$ cat src/rtl/mul_div_unit_pkg.sv
// Shared op codes and state encodings for the
// iterative multiply/divide unit.
package mul_div_unit_pkg;

  localparam logic [2:0] MD_MULT  = 3'd0;
  localparam logic [2:0] MD_MULTU = 3'd1;
  localparam logic [2:0] MD_DIV   = 3'd2;
  localparam logic [2:0] MD_DIVU  = 3'd3;
  localparam logic [2:0] MD_MTHI  = 3'd4;
  localparam logic [2:0] MD_MTLO  = 3'd5;

  typedef enum logic [1:0] {
    MD_IDLE = 2'd0,
    MD_RUN  = 2'd1,
    MD_FIX  = 2'd2
  } md_state_e;

endpackage

$ cat src/rtl/mul_div_unit_md_step.sv
// One iteration of shift-add multiply (mode=0)
// or restoring shift-subtract divide (mode=1).
module md_step #(
  parameter int WIDTH = 32
) (
  input  logic [WIDTH-1:0] acc,
  input  logic [WIDTH-1:0] operand,
  input  logic             mode,
  input  logic             bit_in,
  output logic [WIDTH-1:0] acc_next,
  output logic             qbit
);

  logic [WIDTH:0] sum;
  logic [WIDTH:0] shifted;
  logic           ge;

  assign sum     = {1'b0, acc}
                 + (bit_in ? {1'b0, operand}
                           : {(WIDTH+1){1'b0}});
  assign shifted = {acc, bit_in};
  assign ge      = shifted >= {1'b0, operand};

  // a successful subtract always leaves a remainder below 2^WIDTH
  always_comb begin
    acc_next = sum[WIDTH:1];
    qbit     = sum[0];
    if (mode) begin
      acc_next = ge ? shifted[WIDTH-1:0] - operand
                    : shifted[WIDTH-1:0];
      qbit     = ge;
    end
  end

endmodule

$ cat src/rtl/mul_div_unit.sv
// Iterative MULT/MULTU/DIV/DIVU with HI/LO registers,
// MTHI/MTLO writes and a flush cancel path.
module mul_div_unit
  import mul_div_unit_pkg::*;
#(
  parameter int WIDTH = 32,
  localparam int CNT_W = $clog2(WIDTH+1)
) (
  input  logic             clock,
  input  logic             reset,
  input  logic             start,
  input  logic [2:0]       op,
  input  logic [WIDTH-1:0] a,
  input  logic [WIDTH-1:0] b,
  input  logic             cancel,
  output logic             busy,
  output logic             done,
  output logic [WIDTH-1:0] hi,
  output logic [WIDTH-1:0] lo
);

  localparam logic [CNT_W-1:0] LAST =
    CNT_W'(WIDTH-1);

  md_state_e state, state_nx;

  logic [CNT_W-1:0] cnt;
  logic [WIDTH-1:0] acc, lo_w, opd, a_orig;
  logic             is_div, neg_res, neg_rem, dz;

  logic             is_mul_op, is_div_op, is_sgn;
  logic             mthi_w, mtlo_w, go;
  logic             a_neg, b_neg;
  logic [WIDTH-1:0] a_mag, b_mag;

  logic [WIDTH-1:0] acc_nx, lo_nx;
  logic             qbit, bit_in;

  logic [2*WIDTH-1:0] prod, prod_s;
  logic [WIDTH-1:0]   hi_res, lo_res;

  always_comb begin
    is_mul_op = 1'b0;
    is_div_op = 1'b0;
    is_sgn    = 1'b0;
    mthi_w    = 1'b0;
    mtlo_w    = 1'b0;
    unique case (1'b1)
      op == MD_MULT:  begin
        is_mul_op = 1'b1;
        is_sgn    = 1'b1;
      end
      op == MD_MULTU: is_mul_op = 1'b1;
      op == MD_DIV:   begin
        is_div_op = 1'b1;
        is_sgn    = 1'b1;
      end
      op == MD_DIVU:  is_div_op = 1'b1;
      op == MD_MTHI:  mthi_w = 1'b1;
      op == MD_MTLO:  mtlo_w = 1'b1;
      default: ;
    endcase
  end

  // cancel wins over a simultaneous start
  assign go    = start && !cancel
              && (state == MD_IDLE);
  assign busy  = state != MD_IDLE;

  assign a_neg = is_sgn & a[WIDTH-1];
  assign b_neg = is_sgn & b[WIDTH-1];
  assign a_mag = a_neg ? -a : a;
  assign b_mag = b_neg ? -b : b;

  assign bit_in = is_div ? lo_w[WIDTH-1] : lo_w[0];
  assign lo_nx  = is_div
                ? {lo_w[WIDTH-2:0], qbit}
                : {qbit, lo_w[WIDTH-1:1]};

  md_step #(.WIDTH(WIDTH)) u_step (
    .acc      (acc),
    .operand  (opd),
    .mode     (is_div),
    .bit_in   (bit_in),
    .acc_next (acc_nx),
    .qbit     (qbit)
  );

  assign prod   = {acc, lo_w};
  assign prod_s = neg_res ? -prod : prod;

  always_comb begin
    hi_res = prod_s[2*WIDTH-1:WIDTH];
    lo_res = prod_s[WIDTH-1:0];
    if (is_div) begin
      if (dz) begin
        hi_res = a_orig;
        lo_res = '1;
      end else begin
        hi_res = neg_rem ? -acc  : acc;
        lo_res = neg_res ? -lo_w : lo_w;
      end
    end
  end

  always_comb begin
    state_nx = state;
    unique case (state)
      MD_IDLE:
        if (go && (is_mul_op || is_div_op))
          state_nx = MD_RUN;
      MD_RUN:
        if (cancel)
          state_nx = MD_IDLE;
        else if (cnt == LAST)
          state_nx = MD_FIX;
      MD_FIX:  state_nx = MD_IDLE;
      default: state_nx = MD_IDLE;
    endcase
  end

  always_ff @(posedge clock or posedge reset) begin
    if (reset) state <= MD_IDLE;
    else       state <= state_nx;
  end

  always_ff @(posedge clock or posedge reset) begin
    if (reset) begin
      cnt     <= '0;
      acc     <= '0;
      lo_w    <= '0;
      opd     <= '0;
      a_orig  <= '0;
      is_div  <= 1'b0;
      neg_res <= 1'b0;
      neg_rem <= 1'b0;
      dz      <= 1'b0;
      hi      <= '0;
      lo      <= '0;
      done    <= 1'b0;
    end else begin
      done <= 1'b0;
      unique case (state)
        MD_IDLE: if (go) begin
          if (mthi_w) hi <= a;
          if (mtlo_w) lo <= a;
          if (is_mul_op || is_div_op) begin
            cnt     <= '0;
            acc     <= '0;
            is_div  <= is_div_op;
            neg_res <= a_neg ^ b_neg;
            neg_rem <= a_neg;
            dz      <= is_div_op && (b == '0);
            a_orig  <= a;
            opd     <= is_div_op ? b_mag : a_mag;
            lo_w    <= is_div_op ? a_mag : b_mag;
          end
        end
        MD_RUN: if (!cancel) begin
          acc  <= acc_nx;
          lo_w <= lo_nx;
          cnt  <= cnt + CNT_W'(1);
        end
        MD_FIX: if (!cancel) begin
          hi   <= hi_res;
          lo   <= lo_res;
          done <= 1'b1;
        end
        default: ;
      endcase
    end
  end

endmodule

$ cat config.mk
export PLATFORM = sky130hd
export DESIGN_NAME = mul_div_unit
export DESIGN_NICKNAME = d
export VERILOG_FILES = /design/src/rtl/mul_div_unit_pkg.sv /design/src/rtl/mul_div_unit_md_step.sv /design/src/rtl/mul_div_unit.sv
export SDC_FILE = /design/constraint.sdc
export NUM_CORES = 1
export LEC_CHECK = 0
export CAP_MARGIN = 40
export CELL_PAD_IN_SITES_DETAIL_PLACEMENT = 1
export CELL_PAD_IN_SITES_GLOBAL_PLACEMENT = 1
export CORE_MARGIN = 8
export CORE_UTILIZATION = 30
export DETAILED_ROUTE_END_ITERATION = 12
export PLACE_DENSITY_LB_ADDON = 0.1
export SYNTH_ARGS = -nofsm -noshare
export SYNTH_HDL_FRONTEND = slang
export SYNTH_SLANG_ARGS = --single-unit
$ cat constraint.sdc
create_clock -name clock -period 7.8 [get_ports clock]
set_input_delay 1.56 -clock clock [delete_from_list [all_inputs] [get_ports clock]]
set_output_delay 1.56 -clock clock [all_outputs]
set_load 0.02 [all_outputs]
==> impl_metrics.ini <==
[timing]
drv_slew = 0
clock.fmax_mhz = 204
setup_slack_ns = 2.90
final-setup-viol-count = 0
fin_crit_ns = 4.90
grt_setup_unrepaired = no
clock_skew_ns = 0.0238
finalHoldViolations = 0
setup_tns_ns = 0
tightest_slew_ns = 0.934
slew-limit-headroom = 0.374
fin_crit_sh = 0.628

[worst_setup_path]
crit_type = flip-flop to flip-flop
crit_path_cell_trace = mux2i_2 > buf_4 > inv_1 > nand2_1 > inv_1 > ha_1 > a211o_1 > o211ai_1 > a21oi_1 > a41oi_1 > a211oi_1 > a221oi_1 > a31o_2 > a21boi_0
cp_common_cell = inv_1
cp-start-kind = flip-flop
worstPathMaxFanout = 38
r2r-start = is_div
crit_path_end_kind = flip-flop
crit_family = compound AO/OA/AOI/OAI gates
cpPeakStageDelay_ns = 0.84
crit_start = is_div
required_ns = 8.25
cp_num_buf_inv = 3
ff2ff_path_depth = 14
r2r_slack_ns = 2.90
crit_path_top_delay_cell = dfrtp_4
reg2reg_to = acc[28]
critPathArrivalTime_ns = 5.34

[worst_hold_path]
hold_path_class = flip-flop to flip-flop
hold_depth = 2
worstHoldStart = a_orig[22]
min_to = a_orig[22]

[clock_tree]
postCtsSetupBuffers = 0
clock_path_buffers = 3
cts_tree = done
clkLatencyLatePin_ns = 0.59
cts_resized = 0
clkTransAtPathRegs_ns = 0.07
root_buffer = clkbuf_16
cts_hold_buf = 0
h-tree-depth = 1
clock_sinks = 205
numCtsBuffers = 27

[synthesis]
synthMuxAreaShare = 0.0412
synth_area_mm2 = 0.0171
synth_flop_cell = dfrtp_1
async_flop_share = 1.00
yosysSeqAreaShare = 0.300
ys_ff_latch = 205
synth_top_family_by_area = compound AO/OA/AOI/OAI gates
syn_nets = 2345
syn_inst = 2202
synthAdderAreaFrac = 0.0536
yosysUniqueCellTypes = 80
synth_edf_count = 0
synth-simple-area-share = 0.206
synth_compound_area_frac = 0.262
synth_warnings = 0
syn_area_per_cell_um2 = 7.76
synthXorXnorAreaFrac = 0.0856

[power]
combPwrFrac = 0.579
power_density_mw_per_mm2 = 412
clock_power_share = 0.157
p_seq_frac = 0.264
p_sw_frac = 0.503
power.switching_mw = 4.17
power.leakage_nw = 8.26
internal_power_mw = 4.12
max-vdd-ir-drop_v = 0.000177

[layout]
final_cell_mix = 326 x nand2_1, 216 x o21ai_0, 204 x dfrtp_1
antennaDiodeCount = 0
layout.nets = 2394
areaGrowthSynthToFinish_pct = 18.0
final_common_cell = nand2_1
drive_gt1_frac = 0.0565
fill_cells = 6854

[placement]
hpwl_mm = 61.4
port_buffers = 136
pre_cts_slack_ns = 2.74
place.gp.congestion = 0.889

[detailed_routing]
drcViolationCount = 0
wl_mm = 81.3
ant_nets = 0
dr_total_vias = 17700
first_pass_iters = 4
routedWlPerCell_um = 26.9
avgViaCountPerCell = 5.85
drtIter0Drc = 1285

[die]
core_mm2 = 0.0564
start_util = 0.303
dieWidth_um = 255
rows = 87
die-area_mm2 = 0.0648
pin_count = 137
die_height_um = 255

[global_routing]
gr-total-overflow = 0
antenna_found_initial = 1
grt_usage = 0.245
grt_pass1_vias = 18600
grt_max_degree = 114
grt_pass1_wl_mm = 121

[outcome]
outcome = complete, no violations

[job]
maxCapViolCount = 0
## cell usage after synthesis, types with 19 or more instances
cell	instances	area, µm²
nand2b_1	23	144
o21ai_0	217	1090
mux2i_1	68	681
o211ai_1	23	173
dfrtp_1	205	5130
o221ai_1	37	324
a21o_1	27	203
nor2_1	183	687
inv_1	64	240
ha_1	70	876
nand3_1	37	185
a22oi_1	25	188
xor2_1	50	438
xnor2_1	117	1020
clkbuf_1	141	529
a211oi_1	19	143
nand2_1	327	1230
o22ai_1	43	269
o31ai_1	26	195
nor3_1	46	230
a21oi_1	134	671
a31oi_1	25	156
## cell families (layout without fill, tap and decap cells)
group | Yosys count | count (layout)
xor gates and xnor gates | 167 | 167
muxes | 70 | 70
AOI/OAI and AO/OA | 700 | 700
buffers and inverters | 225 | 290
DFF | 205 | 205
adders and majority gates | 72 | 72
and+or+nand+nor | 763 | 763
## registers in the layout (all words and copies together) (netlist names)
name and flops:
a_orig 32, acc 32, cnt 6, done 1, dz 1, hi 32, is_div 1, lo 32
lo_w 32, neg_rem 1, neg_res 1, opd 32, state 2
## power groups by stage
| stage | sequential (mW) | combinational (mW) | clock [mW] |
|---|---|---|---|
| 2_1_floorplan | 1.86 | 3.32 | 0 |
| 3_3_place_gp | 2.20 | 4.65 | 0 |
| 3_5_place_dp | 2.20 | 4.75 | 0 |
| 4_1_cts | 2.18 | 4.78 | 1.33 |
| 5_1_grt | 2.23 | 5.24 | 1.36 |
| 6_report | 2.19 | 4.80 | 1.31 |
## tightest hold or removal path, stage by stage, from the launching register on
cell and delay, ns:
dfrtp_1 0.34, nand2_1 0.05, nand2_1 0.05
## cell type report
type                       count  area [µm²]  share of cell area
sequential                   205        5130               0.255
multi-input combinational   1772       11100               0.553
clock buffer                  35         746              0.0370
clock inverter                10         144             0.00714
tap                          756         946              0.0469
inverter                      64         248              0.0123
timing repair buffer         181        1800              0.0893
## layer usage
metal  global-route usage  vias up  wire length, µm
met5                    0        -                0
met4                0.101        0             3740
met3               0.0304      153             3550
met2                0.412      469            38800
met1                0.316     9001            35100
li1                     -     8052                -
## worst max-delay path by stage
stage,to,slack [ns],cells past startpoint
6_report,acc[28],2.90,14
2_1_floorplan,a_orig[0],0.64,1
5_1_grt,acc[28],2.61,14
3_3_place_gp,lo_w[1],2.87,9
3_5_place_dp,opd[30],2.74,8
4_1_cts,acc[28],2.98,14
## through the flow
stage	total power, mW	hold WS (ns)	instances	util	cell area (µm²)
6_report	8.30	0.477	3023	0.358	20200
3_3_place_gp	6.85	0.456	2970	0.339	19100
2_1_floorplan	5.18	0.440	2202	-	17100
3_5_place_dp	6.95	0.463	2978	0.342	19300
5_1_grt	8.84	0.496	3023	0.358	20200
4_1_cts	8.29	0.480	3023	0.358	20200
(Power assumes the default switching activity.)
